<file path="config.mk">
export PLATFORM = sky130hd
export DESIGN_NAME = uart_tx
export DESIGN_NICKNAME = d
export VERILOG_FILES = /design/src/rtl/uart_pkg.sv /design/src/rtl/uart_bit_timer.sv /design/src/rtl/uart_tx.sv
export SDC_FILE = /design/constraint.sdc
export NUM_CORES = 1
export LEC_CHECK = 0
export ABC_AREA = 1
export BUFFER_PORTS_ARGS = -buffer_cell sky130_fd_sc_hd__buf_2
export CORE_MARGIN = 3
export CORE_UTILIZATION = 49
export DETAILED_ROUTE_END_ITERATION = 10
export GPL_ROUTABILITY_DRIVEN = 0
export PLACE_DENSITY = 0.73
export SLEW_MARGIN = 25
export SYNTH_ARGS = -nofsm -noshare
export SYNTH_HDL_FRONTEND = slang
export SYNTH_SLANG_ARGS = --single-unit
</file>
<file path="constraint.sdc">
create_clock -name clk -period 1.7 [get_ports clk]
set_clock_uncertainty 0.2 [all_clocks]
set_input_delay 0.085 -clock clk [delete_from_list [all_inputs] [get_ports clk]]
set_output_delay 0.085 -clock clk [all_outputs]
set_load 0.005 [all_outputs]
</file>
<file path="src/rtl/uart_pkg.sv">
// Shared definitions for the UART transmit and receive paths.
// The PARITY state is always declared; it is only reachable when UART_TX_PARITY_EN is defined.
package uart_pkg;

    typedef enum logic [2:0] {
        ST_IDLE   = 3'd0,
        ST_START  = 3'd1,
        ST_DATA   = 3'd2,
        ST_PARITY = 3'd3,
        ST_STOP   = 3'd4
    } uart_state_t;

    localparam int   UART_DATA_BITS  = 8;
    localparam logic UART_IDLE_LEVEL = 1'b1;

endpackage

</file>
<file path="src/rtl/uart_bit_timer.sv">
// Per-bit cycle counter: runs 0..CYCLES_PER_BIT-1 and flags the last cycle of each bit.
// Shared with the receive path.
module uart_bit_timer #(
    parameter int CYCLES_PER_BIT = 10
) (
    input  logic clk,
    input  logic rst,
    input  logic clear,
    output logic bit_end
);

    localparam int CW = (CYCLES_PER_BIT > 1) ? $clog2(CYCLES_PER_BIT) : 1;
    localparam logic [CW-1:0] LAST = CW'(CYCLES_PER_BIT - 1);

    logic [CW-1:0] cyc;

    always_ff @(posedge clk or posedge rst) begin
        if (rst)
            cyc <= '0;
        else if (clear || bit_end)
            cyc <= '0;
        else
            cyc <= cyc + CW'(1);
    end

    assign bit_end = (cyc == LAST);

endmodule

</file>
<file path="src/rtl/uart_tx.sv">
// 8N1 UART transmitter with valid/ready byte input and registered txd.
// Define UART_TX_PARITY_EN to insert an even-parity bit between data and stop.
module uart_tx
    import uart_pkg::*;
#(
    parameter int CYCLES_PER_BIT = 10
) (
    input  logic       clk,
    input  logic       rst,
    input  logic [7:0] din,
    input  logic       din_valid,
    output logic       din_ready,
    output logic       txd,
    output logic       busy,
    output logic       done
);

    uart_state_t                state, state_nxt;
    logic [UART_DATA_BITS-1:0] sh, sh_nxt;
    logic [2:0]                 idx, idx_nxt;
    logic                       txd_nxt;
    logic                       bit_end;
    logic                       accept;
`ifdef UART_TX_PARITY_EN
    logic                       par, par_nxt;
`endif

    uart_bit_timer #(.CYCLES_PER_BIT(CYCLES_PER_BIT)) u_timer (
        .clk     (clk),
        .rst     (rst),
        .clear   (state == ST_IDLE),
        .bit_end (bit_end)
    );

    assign din_ready = (state == ST_IDLE) || ((state == ST_STOP) && bit_end);
    assign busy      = (state != ST_IDLE);
    assign done      = (state == ST_STOP) && bit_end;
    assign accept    = din_valid && din_ready;

    always_ff @(posedge clk or posedge rst) begin
        if (rst) begin
            state <= ST_IDLE;
            sh    <= '0;
            idx   <= '0;
            txd   <= UART_IDLE_LEVEL;
        end else begin
            state <= state_nxt;
            sh    <= sh_nxt;
            idx   <= idx_nxt;
            txd   <= txd_nxt;
        end
    end

`ifdef UART_TX_PARITY_EN
    always_ff @(posedge clk or posedge rst) begin
        if (rst)
            par <= 1'b0;
        else
            par <= par_nxt;
    end
`endif

    always_comb begin
        state_nxt = state;
        sh_nxt    = sh;
        idx_nxt   = idx;
`ifdef UART_TX_PARITY_EN
        par_nxt   = par;
`endif
        case (state)
            ST_IDLE: begin
                if (accept) begin
                    state_nxt = ST_START;
                    sh_nxt    = din;
`ifdef UART_TX_PARITY_EN
                    par_nxt   = ^din;
`endif
                end
            end
            ST_START: begin
                if (bit_end) begin
                    state_nxt = ST_DATA;
                    idx_nxt   = '0;
                end
            end
            ST_DATA: begin
                if (bit_end) begin
                    sh_nxt = {1'b0, sh[UART_DATA_BITS-1:1]};
                    if (idx == 3'(UART_DATA_BITS - 1))
`ifdef UART_TX_PARITY_EN
                        state_nxt = ST_PARITY;
`else
                        state_nxt = ST_STOP;
`endif
                    else
                        idx_nxt = idx + 3'd1;
                end
            end
`ifdef UART_TX_PARITY_EN
            ST_PARITY: begin
                if (bit_end)
                    state_nxt = ST_STOP;
            end
`endif
            ST_STOP: begin
                // an accept on the last stop cycle chains straight into the next start bit
                if (bit_end) begin
                    if (accept) begin
                        state_nxt = ST_START;
                        sh_nxt    = din;
`ifdef UART_TX_PARITY_EN
                        par_nxt   = ^din;
`endif
                    end else begin
                        state_nxt = ST_IDLE;
                    end
                end
            end
            default: state_nxt = ST_IDLE;
        endcase
    end

    // txd is registered from the next state so the line changes exactly on bit boundaries
    always_comb begin
        txd_nxt = UART_IDLE_LEVEL;
        case (state_nxt)
            ST_START:  txd_nxt = 1'b0;
            ST_DATA:   txd_nxt = sh_nxt[0];
`ifdef UART_TX_PARITY_EN
            ST_PARITY: txd_nxt = par_nxt;
`endif
            default:   txd_nxt = UART_IDLE_LEVEL;
        endcase
    end

endmodule

</file>
==> results by group <==
Status
  • Result of the run: finished, violations left
  • Failing checks: negative setup slack

GRT
  • Largest net degree at the start of global routing: 20
  • Initial antenna violation count: 0
  • Tot GR Track Use: 19.40%
  • Total congestion overflow: 0
  • Vias in the first global route: 924
  • First-pass GRT wire length: 3870 microns

Critical path
  • Most used cell, CP: buf_6
  • WP data required: 1.41 ns
  • Startpoint types: flip-flop
  • Worst path bufs/invs: 3
  • Slowest CP cell: dfrtp_1
  • Reg2reg path depth: 11
  • Reg-to-Reg End: txd$_DFF_PP1_
  • CP Depth: 6
  • Critical path type: reg2out
  • Slowest stage delay, CP: 0.39 ns
  • Crit path to: din_ready
  • Crit path arrival time: 1.47 ns
  • Crit path launch: u_timer.cyc[1]$_DFF_PP0_
  • CP top delay family: flip-flops
  • Critical R2R Launch: u_timer.cyc[1]$_DFF_PP0_
  • Worst-path fanout max: 4
  • Slack of the worst reg-to-reg path: -0.03 ns
  • Worst setup EP type: primary output
  • Crit-path cells: inv_1 > ha_2 > nand3_4 > a21oi_4 > buf_6 > buf_6

Floorplanning
  • IO Pins: 15
  • Core Footprint: 1982 sq um
  • DIE WIDTH: 52.09 microns
  • Initial Utilization: 52.53%
  • FP Rows: 16
  • Die H: 52.09 microns
  • Die Footprint: 2713 sq um

Layout
  • Total Nets Final: 170
  • Layout cells sized above 1: 33.12%
  • Post-layout util: 69.07%
  • Design area: 1369 sq um
  • Synth-to-Final Area Change: 31.49%
  • Ant diodes: 0

CTS
  • CTS Buf Count: 3
  • Clock Sinks: 19
  • Root buffer cell: clkbuf_4
  • Clock buffer depth: 2
  • Worst-path clk slew: 0.11 ns
  • H-tree depth: 1
  • Clock tree from TritonCTS: yes
  • Clock Latency Late Sink: 0.29 ns

Power and ir drop
  • VDD IR-drop max: 0.3552 mV
  • Cell Pwr Density: 530.4 nW/um^2
  • Leak: 0.6611 nW
  • Power Total: 0.7260 mW

Routing
  • Drt pass-1 iters: 4
  • Vias/cell: 5.022
  • Post-Route WL: 2200 microns
  • Antenna viol nets, final: 0
  • Residual DRC count: 0
  • WL/cell: 12.15 microns
  • DRT iter0 DRCs: 25
  • Vias: 909

Placement
  • Post-DP Area: 1171 sq um
  • Pre-CTS setup slack: -0.009638 ns
  • IO buf count: 14
  • Post-DP HPWL: 1479 microns

STA
  • Tightest Pin Transition: 0.2600 ns
  • Max-slew violation count: 0
  • Slew headroom: 82.53%
  • RSZ-0062 raised after global routing: yes
  • Max Clk Rate: 570.1 MHz
  • Final Hold Vio Count: 0
  • Setup-failing EPs final: 3
  • Worst hold slack: 0.1380 ns
  • Final setup margin: -0.05420 ns
  • Final Cycle Share: 103.2%
  • Period minus WS final: 1.754 ns

Yosys
  • Post-Syn Area: 1041 sq um
  • Syn avg cell area: 8.897 sq um
  • Yosys reg bits: 19
  • Syn nets: 132
  • Yosys warnings: 0
  • Instance count of the mapped netlist: 117
  • Seq/Total Area, Yosys: 45.79%
  • Synth cell types: 30

Flow run
  • Max-capacitance violation count: 0

Worst hold path
  • Worst Hold Class: in2async
-- registers in the layout, indices dropped and copies added (netlist names) --
| signal | flops |
|---|---|
| u_timer.cyc | 4 |
| state | 3 |
| idx | 3 |
| sh | 8 |
| txd | 1 |
-- cells in the final DEF, fill, tap and decap left out, drive strengths merged --
| cell | n |
|---|---|
| o22ai | 1 |
| clkbuf | 4 |
| a22o | 1 |
| dfrtp | 18 |
| buf | 25 |
| dlygate4sd3 | 10 |
| dfstp | 1 |
| nand4 | 1 |
| nor2 | 9 |
| o211ai | 1 |
| nor3 | 1 |
| inv | 18 |
| nand3 | 19 |
| o21ai | 7 |
| o21a | 1 |
| ha | 4 |
| a21oi | 3 |
| nand2 | 28 |
| xor2 | 1 |
| xnor2 | 1 |
-- cells in the mapped netlist (all sizes together) --
cell type  instances  share of area (%)
nand2             28                 10
nand3             19                 13
dfrtp             18                 43
inv               18                6.5
nor2               9                4.4
o21ai              7                4.8
ha                 4                4.8
a21oi              3                2.9
buf                2                1.8
a22o               1               0.84
dfstp              1                2.5
nand4              1               0.60
nor3               1               0.48
o211ai             1               0.72
o21a               1               0.72
o22ai              1               0.60
xnor2              1               0.84
xor2               1               0.84
-- through the flow --
stage / setup TNS, ns / instances
after floorplan: 0 / 117
after global placement: 0 / 162
after detailed placement: -0.01369 / 162
after CTS: -0.07474 / 179
after global routing: -0.5689 / 181
final: -0.1338 / 181
-- timing repair --
item                                    in CTS  in global routing
endpoints found under the setup margin       9                 14
hold buffers                                10                  0
hold endpoints to repair                    28                  0
pin swaps                                    2                  2
resized for setup                            5                  5
setup buffers                                4                  2
-- power by group --
part	internal [mW]	switching [mW]	total (mW)
Clock	0.0913	0.138	0.229
Combinational	0.0251	0.0199	0.0449
Sequential	0.452	0	0.452
-- worst reg2reg max path, stage by stage, from the launching register on --
cell and delay, ns:
dfrtp_1 0.39, inv_1 0.06, ha_2 0.19, nand3_4 0.12, a21oi_4 0.21, buf_4 0.14
nand2_2 0.07, nand2_2 0.08, nand3_2 0.06, nand3_2 0.06, nand2_1 0.05, nand2_1 0.05
-- how the worst min path moves through the flow --
stage | from | end | slack, ns | depth (start not counted)
3_5_place_dp | rst | u_timer.cyc[1]$_DFF_PP0_ | -0.08 | 3
3_3_place_gp | rst | u_timer.cyc[0]$_DFF_PP0_ | -0.09 | 3
4_1_cts | rst | u_timer.cyc[0]$_DFF_PP0_ | 0.14 | 4
6_report | rst | u_timer.cyc[0]$_DFF_PP0_ | 0.14 | 4
2_1_floorplan | rst | idx[0]$_DFFE_PP0P_ | -0.16 | 1
5_1_grt | rst | sh[0]$_DFF_PP0_ | 0.16 | 4
-- layout make-up --
cell class	count	area [sq um]
Sequential cell	19	476.7
Multi-Input combinational cell	78	498.0
Tap cell	27	33.78
Timing Repair Buffer	35	266.5
Inverter	18	67.56
Fill cell	150	613.1
Clock buffer	4	26.28
-- logic make-up after synthesis --
logic type | share of synthesized area, %
flops | 45.79
fa+ha+maj | 4.808
xor+xnor | 1.683
buf+inv | 8.293
simple gates | 28.85
compound gates | 10.58
-- per-layer routing --
metal	global-route usage, %	up-vias	wire [microns]
li1	-	449	-
met1	23.63	437	984
met2	32.01	21	1109
met3	5.444	2	86
met4	7.860	0	20
met5	0	-	0
No activity file was read; power rests on OpenSTA's default activity.
